### src/rtl/hdmi_pkg.sv
// Shared TMDS definitions: symbol modes, fixed control/guard codes,
// the TERC4 data-island table and a small popcount helper.
package hdmi_pkg;

    typedef enum logic [2:0] {
        MODE_CTRL         = 3'd0,
        MODE_VIDEO        = 3'd1,
        MODE_VIDEO_GUARD  = 3'd2,
        MODE_ISLAND       = 3'd3,
        MODE_ISLAND_GUARD = 3'd4
    } tmds_mode_t;

    // Control-period symbols indexed by {c1,c0}.
    localparam logic [9:0] CTRL_CODE [4] = '{
        10'b1101010100,
        10'b0010101011,
        10'b0101010100,
        10'b1010101011
    };

    localparam logic [9:0] VIDEO_GUARD_CN02  = 10'b1011001100;
    localparam logic [9:0] VIDEO_GUARD_CN1   = 10'b0100110011;
    localparam logic [9:0] ISLAND_GUARD_CN12 = 10'b0100110011;

    // TERC4 encoding of a data-island nibble.
    function automatic logic [9:0] terc4_encode(input logic [3:0] nibble);
        logic [9:0] sym;
        unique case (nibble)
            4'h0: sym = 10'b1010011100;
            4'h1: sym = 10'b1001100011;
            4'h2: sym = 10'b1011100100;
            4'h3: sym = 10'b1011100010;
            4'h4: sym = 10'b0101110001;
            4'h5: sym = 10'b0100011110;
            4'h6: sym = 10'b0110001110;
            4'h7: sym = 10'b0100111100;
            4'h8: sym = 10'b1011001100;
            4'h9: sym = 10'b0100111001;
            4'hA: sym = 10'b0110011100;
            4'hB: sym = 10'b1011000110;
            4'hC: sym = 10'b1010001110;
            4'hD: sym = 10'b1001110001;
            4'hE: sym = 10'b0101100011;
            default: sym = 10'b1011000011;
        endcase
        return sym;
    endfunction

    // Number of set bits in a byte (0..8).
    function automatic logic [3:0] popcount8(input logic [7:0] v);
        logic [3:0] c;
        c = '0;
        for (int i = 0; i < 8; i++) c = c + {3'b000, v[i]};
        return c;
    endfunction

endpackage

### src/rtl/tmds_channel_encoder.sv
// One TMDS channel: two-stage pipeline turning video, control, TERC4 or
// guard-band input into the 10-bit symbol fed to the 10:1 serializer.
module tmds_channel_encoder
    import hdmi_pkg::*;
#(
    parameter int CN = 0
) (
    input  logic       clk_pixel,
    input  logic       reset,
    input  logic [2:0] mode,
    input  logic [7:0] video_data,
    input  logic [1:0] control_data,
    input  logic [3:0] data_island_data,
    output logic [9:0] tmds,
    output logic [4:0] disparity
);

    // Stage-1 state
    tmds_mode_t mode_d, mode_q;
    logic [1:0] ctrl_q;
    logic [3:0] island_q;
    logic [8:0] qm_d, qm_q;
    logic [3:0] n1_d, n1_q;
    logic [3:0] n1d;
    logic       use_xnor;

    // Stage-2 state
    logic [9:0]        tmds_d, tmds_q;
    logic signed [4:0] cnt_d, cnt_q;
    logic signed [4:0] n1s, n0s, bal;

    // Stage 1: transition-minimise the pixel byte and fold invalid modes into CTRL.
    always_comb begin
        // NOTE: every output of this block gets a value before any branch, so no latch is inferred.
        n1d      = popcount8(video_data);
        use_xnor = (n1d > 4'd4) || ((n1d == 4'd4) && !video_data[0]);
        qm_d     = '0;
        qm_d[0]  = video_data[0];
        for (int i = 1; i < 8; i++) begin
            qm_d[i] = use_xnor ? ~(qm_d[i-1] ^ video_data[i]) : (qm_d[i-1] ^ video_data[i]);
        end
        qm_d[8]  = ~use_xnor;
        n1_d     = popcount8(qm_d[7:0]);
        mode_d   = (mode > 3'd4) ? MODE_CTRL : tmds_mode_t'(mode);
    end

    // Stage-1 pipeline registers; reset leaves a CTRL/00 symbol in flight.
    always_ff @(posedge clk_pixel or posedge reset) begin
        // NOTE: pipeline state is plain flops, so all of it is reset; state uses non-blocking assignments only.
        if (reset) begin
            mode_q   <= MODE_CTRL;
            ctrl_q   <= 2'b00;
            island_q <= 4'h0;
            qm_q     <= '0;
            n1_q     <= '0;
        end else begin
            mode_q   <= mode_d;
            ctrl_q   <= control_data;
            island_q <= data_island_data;
            qm_q     <= qm_d;
            n1_q     <= n1_d;
        end
    end

    // Stage 2: DC-balance video against the running disparity, or emit a fixed code.
    always_comb begin
        n1s    = $signed({1'b0, n1_q});
        n0s    = 5'sd8 - n1s;
        bal    = n1s - n0s;
        tmds_d = CTRL_CODE[0];
        cnt_d  = 5'sd0;
        case (mode_q)
            MODE_VIDEO: begin
                if ((cnt_q == 5'sd0) || (n1s == n0s)) begin
                    tmds_d = {~qm_q[8], qm_q[8], qm_q[8] ? qm_q[7:0] : ~qm_q[7:0]};
                    cnt_d  = qm_q[8] ? (cnt_q + bal) : (cnt_q - bal);
                end else if (((cnt_q > 5'sd0) && (bal > 5'sd0)) ||
                             ((cnt_q < 5'sd0) && (bal < 5'sd0))) begin
                    tmds_d = {1'b1, qm_q[8], ~qm_q[7:0]};
                    cnt_d  = cnt_q - bal + (qm_q[8] ? 5'sd2 : 5'sd0);
                end else begin
                    tmds_d = {1'b0, qm_q[8], qm_q[7:0]};
                    cnt_d  = cnt_q + bal - (qm_q[8] ? 5'sd0 : 5'sd2);
                end
            end
            MODE_VIDEO_GUARD:  tmds_d = (CN == 1) ? VIDEO_GUARD_CN1 : VIDEO_GUARD_CN02;
            MODE_ISLAND:       tmds_d = terc4_encode(island_q);
            MODE_ISLAND_GUARD: tmds_d = (CN == 0) ? terc4_encode(island_q) : ISLAND_GUARD_CN12;
            default:           tmds_d = CTRL_CODE[ctrl_q];
        endcase
    end

    // Stage-2 output register and running disparity.
    always_ff @(posedge clk_pixel or posedge reset) begin
        if (reset) begin
            tmds_q <= CTRL_CODE[0];
            cnt_q  <= 5'sd0;
        end else begin
            tmds_q <= tmds_d;
            cnt_q  <= cnt_d;
        end
    end

    assign tmds      = tmds_q;
    assign disparity = cnt_q;

endmodule
### config.mk
export PLATFORM = sky130hd
export DESIGN_NAME = tmds_channel_encoder
export DESIGN_NICKNAME = d
export VERILOG_FILES = /design/src/rtl/hdmi_pkg.sv /design/src/rtl/tmds_channel_encoder.sv
export SDC_FILE = /design/constraint.sdc
export NUM_CORES = 1
export LEC_CHECK = 0
export BUFFER_PORTS_ARGS = -buffer_cell sky130_fd_sc_hd__buf_4
export CAP_MARGIN = 20
export CELL_PAD_IN_SITES_DETAIL_PLACEMENT = 1
export CELL_PAD_IN_SITES_GLOBAL_PLACEMENT = 1
export CORE_MARGIN = 5
export CORE_UTILIZATION = 40
export DETAILED_ROUTE_END_ITERATION = 10
export GPL_ROUTABILITY_DRIVEN = 0
export PLACE_DENSITY = 0.76
export SETUP_SLACK_MARGIN = 0.15
export SLEW_MARGIN = 20
export SYNTH_ARGS = -nofsm -noshare
export SYNTH_HDL_FRONTEND = slang
export SYNTH_SLANG_ARGS = --single-unit
### constraint.sdc
create_clock -name clk_pixel -period 6.8 [get_ports clk_pixel]
set_input_delay 0.68 -clock clk_pixel [delete_from_list [all_inputs] [get_ports clk_pixel]]
set_output_delay 0.68 -clock clk_pixel [all_outputs]
set_load 0.03 [all_outputs]
======== Word level (Yosys, flattened, before mapping) ========
Memory sizes are Yosys's and may differ from the RTL's.
Cells that the tools add are included.
word-level totals
  word-level logic and storage cells ...... 89
  flip-flop bits (word level) ............. 37
  ROM bits ................................ 320
  bits in latches ......................... 0
  output and inout bits ................... 15
  memories ................................ 2
  memory bits (writable) .................. 0
  bits of input ports ..................... 19
cells by class
  add/sub/neg operators ................... 20
  muxes and demuxes ....................... 21
  $lt $le $gt $ge ......................... 7
  multipliers ............................. 0
  bitwise gates (word level) .............. 18
  divide/modulo/power cells ............... 0
  reduce and logical (&&, ||, !) cells .... 8
  equal/unequal tests ..................... 6
  shift operators ......................... 0
memory list
  name             depth  width  rd ports  clocked after memory_dff  write ports  line            text
  (no name shown)  16     10     1         0                         0            hdmi_pkg.sv:28  unique case (nibble)
  (no name shown)  16     10     1         0                         0            hdmi_pkg.sv:28
operator list
  kind                 number
  $mux 10              4
  $pmux 10 s4          1
  $add 4x1->4          8
  $bmux 10 s2          1
  $mux 5               4
  $gt 5x1->1 const B   2
  $lt 5x1->1 const B   2
  $sub 5x5->5          2
  $not 1->1            9
  $add 3x1->4          2
  $mux 8               1
  $not 8->8            1
  $mux 1               7
  $xor 1x1->1          7
  $add 2x1->3          2
  $eq 3x2->1 const B   2
  $add 5x3->5          1
  $add 5x5->5          1
  $eq 5x5->1           1
  $logic_not 5->1      1
  $sub 4x4->5 const A  1
  $sub 5x3->5          1
  $add 1x1->2          2
  $eq 4x3->1 const B   1
  11 further kinds     16

======== Longest topological paths before layout ========
  word-level depth ........................ 30
  depth in mapped cells ................... 20
  depth with buffers taken out ............ 20

======== Worst setup path after synthesis ========
No wires, ideal clock.
  path kind ............................... in2reg
  start ................................... input port video_data[0]
  end ..................................... register n1_q[2]
  data arrival time ....................... 5907 ps
  cell stages on the path ................. 20
  buffers on the path ..................... 0
  slack ................................... 770 ps
  cell sequence ........................... inv_1 fa_1 fa_1 fa_1 inv_1 ha_1 fa_1 nor3_1 o21ai_0 a21oi_1 xor2_1 inv_1 fa_1 xnor2_1 ha_1 fa_1 ha_1 inv_1 fa_1 xnor2_1
on the way
  longest elaborated chain between the ends .. 30
  elaborated cells on any way between the ends .. 40
  those cells by class .................... add/sub (14); order compare (1); eq/ne (1); mux (7); bitwise (14); reduce/logical (3)
RTL lines
  what                                                  line                        text
  start, declared                                       tmds_channel_encoder.sv:11  input logic [7:0] video_data,
  branches (longest 16 deep; another with $add 3x1->4)  --
  $mux 1 *                                              tmds_channel_encoder.sv:40  qm_d[i] = use_xnor ? ~(qm_d[i-1] ^ video_data[i]) : (qm_d[i-1] ^ video_data[i]);
  via qm_d[3]                                           tmds_channel_encoder.sv:22  logic [8:0] qm_d, qm_q;
  branches (longest 12 deep; another with $add 3x1->4)  --
  $add 4x1->4 *                                         hdmi_pkg.sv:53              for (int i = 0; i < 8; i++) c = c + {3'b000, v[i]};
  via n1_d[2]                                           tmds_channel_encoder.sv:23  logic [3:0] n1_d, n1_q;
  end signal, assigned                                  tmds_channel_encoder.sv:61  n1_q <= n1_d;
  end, declared                                         tmds_channel_encoder.sv:23
Mark *: on every way through the listed nets, which the timed path passes.

======== Worst setup path after layout ========
  start ................................... input port video_data[0]
  end ..................................... register n1_q[1]
The elaborated chain is that of the path after synthesis.

==> reports/results.ini <==
[power]
cellPowerDensity_nw_per_um2=559
pwr-share-seq_pct=17.7
p_sw_share_pct=51.0
netSwitchingPower_w=0.00102
combPwrFrac_pct=74.3
power_leakage_nw=1.71
internal-power_w=0.000981
clockPowerShare_pct=8.1
irDropWorstVdd_v=0.000260

[synth]
yosysWarnings=0
synth_fa_ha_area_share_pct=18.1
synth.distinct_cells=57
synth_ff_type=dfrtp_1
synth_mux_area_share_pct=1.66
synth_compound_gate_area_share_pct=19.4
yosysTopAreaCell=dfrtp_1
synth_area_sq_um=3170
synth_top_area_share_pct=25.2
yosysSeqAreaShare_pct=29.4
synth.area.top_cells=dfrtp_1 25%, ha_1 13%, inv_1 5.1%
synth_simple_gate_area_share_pct=17.6
synth_seq_cells=37
postSynth.asyncResetShare_pct=100
synth_top_family_by_area=compound AO/OA/AOI/OAI gates
syn_nets=422
syn_avg_cell_area_sq_um=8.77
synth_edf_count=0
synth_xor_area_share_pct=6.86
syn_inst=362

[finish]
final_cell_mix=43 x inv_1, 34 x buf_4, 33 x ha_1, 32 x dfrtp_1, 29 x nand2_1
area_growth_pct=12.9
antenna_cells=0
final_nets=450
drive_above_1_share_pct=13.8
layout_commonest_cell=inv_1

[clock_tree]
ctsHoldBuffers=0
path_clk_slew_ns=0.07
cts_max_path_buffers=2
ctsResizeCount=0
clkSinkCount=37
cts_made_buffers=5
cts-htree-levels=2
clock-root-buffer=clkbuf_8
cts_tree=built
post_cts.repair.setup_buffers=0
insertion_delay_ns=0.29

[sta]
rsz0062_at_grt=false
fin_crit_sh_pct=91.1
hold_viol_final=0
finalSetupViolCount=0
fin_crit_ns=6.20
clock_skew_ns=0.00233
tightest_slew_ns=0.928
finalMaxSlewViolations=0
max_slew_margin_pct=37.9
tns_ns=0
max_freq_ghz=0.161
whs_ns=0.493

[global_routing]
top_usage_layer=met2
gr-usage-met1_pct=21.7
gr-total-overflow=0
met2_usage_pct=29.0
track_usage_pct=16.8
grt_pass1_wl_um=13500
grt_pass1_vias=2872
antenna_found_initial=0
globalRouteMet3Util_pct=2.41
grt_max_degree=38

[die]
ios=34
die_y_um=99.1
num_rows=32
die-area_sq_um=9810
start_util_pct=41.1
die_x_um=99.1
core_area_sq_um=7730

[critical_path]
cp_top_family=adder cells
crit_chain=buf_4 > inv_1 > fa_1 > fa_1 > fa_1 > inv_1 > ha_1 > fa_1 > nor3_1 > o21ai_0 > a21oi_1 > xor2_1 > inv_1 > fa_1 > xnor2_1 > ha_1 > fa_1 > ha_1 > inv_1 > fa_1 > inv_1
crit_buf_inv=6
max_stage_delay_ns=0.56
crit_path_start_kind=primary input
r2r_cells=14
worstPathArrival_ns=6.38
crit_top_cell=fa_1
slowest_stage=fa_1
end_kind=register
path_max_fanout=4
path_class=in2reg
cp_data_required_time_ns=6.99
cp_num_cells=21

[detailed_routing]
wire_per_inst_um=15.8
drc=0
dr.first_iter.drc_count=161
wl_um=7800
first_pass_iters=4
detail-route-antenna-nets=0
via_per_inst=5.46
via_count=2691

[hold_path]
min_path_type=in2reg
whs_path_depth=1

[status]
status=complete, no violations

[job]
drv_cap=0

[place]
portBuffers=33
hpwl_um=6200

final timing paths:
check | startpoint | end | slack, ns
setup / recovery | video_data[0] | n1_q[1] | 0.60
hold / removal | data_island_data[3] | island_q[3] | 0.49
setup reg to reg | n1_q[1] | disparity[4] | 2.95
hold reg to reg | disparity[0] | disparity[0] | 0.53
max in group asynchronous | reset | tmds[2] | 5.94
min in group asynchronous | reset | mode_q[2] | 0.50
cell usage after synthesis, drive strengths merged (2+ instances only):
cell type  instances
nand2             30
buf                4
o2111ai            2
inv               43
o21bai             3
o211ai            10
nand4              8
a21oi             20
nor2b              5
dfstp              5
nor3b              3
a221oi             4
o22ai              4
a21o               3
dfrtp             32
ha                33
a22oi              2
o211a              2
and4               2
nand2b             5
mux2i              4
clkbuf             9
xor2              11
a211oi             3
o221ai             2
or3                3
nor3              10
fa                 8
nand3             10
o2bb2ai            5
a211o              5
or2                2
o21ai             16
xnor2             13
nor2              27
stage by stage:
step	area, sq um	worst slack (ns)	power (W)	util (%)	std cells
2_1_floorplan	3170	0.770	0.00154	-	362
3_5_place_dp	3490	0.266	0.00187	45.2	485
4_1_cts	3580	0.559	0.00204	46.4	493
5_1_grt	3580	0.297	0.00223	46.4	493
3_3_place_gp	3490	0.521	0.00179	45.2	485
6_report	3580	0.605	0.00200	46.4	493
per-layer routing:
metal / part of all wire (%) / up-vias
met5: 0 / -
met4: 1.5 / 0
met3: 2.7 / 10
met2: 49 / 36
met1: 46 / 1330
li1: - / 1315
flip-flops by register name, summed over array words and instances (netlist names):
| name | flops |
|---|---|
| mode_q | 3 |
| n1_q | 4 |
| disparity | 5 |
| qm_q | 9 |
| island_q | 4 |
| ctrl_q | 2 |
| tmds | 10 |
layout make-up:
type | count | area [sq um]
Fill cell | 925 | 4140
Multi-Input combinational cell | 269 | 2020
Sequential cell | 37 | 932
Timing Repair Buffer | 34 | 255
Inverter | 43 | 161
Tap cell | 102 | 128
Clock buffer | 8 | 90.1
logic make-up after synthesis:
| family | count (synthesis) |
|---|---|
| compound gates | 89 |
| xor+xnor | 24 |
| fa+ha+maj | 41 |
| buf+inv | 56 |
| flops | 37 |
| mux | 4 |
| simple gates | 111 |
power by group through the flow:
stage	Sequential [W]	Combinational, W	Clock (W)
after floorplan	0.000377	0.00116	0
after global placement	0.000357	0.00143	0
after detailed placement	0.000358	0.00151	0
after CTS	0.000354	0.00152	0.000168
after global routing	0.000366	0.00169	0.000176
final	0.000354	0.00149	0.000161
Power figures use the tool's default switching activity.
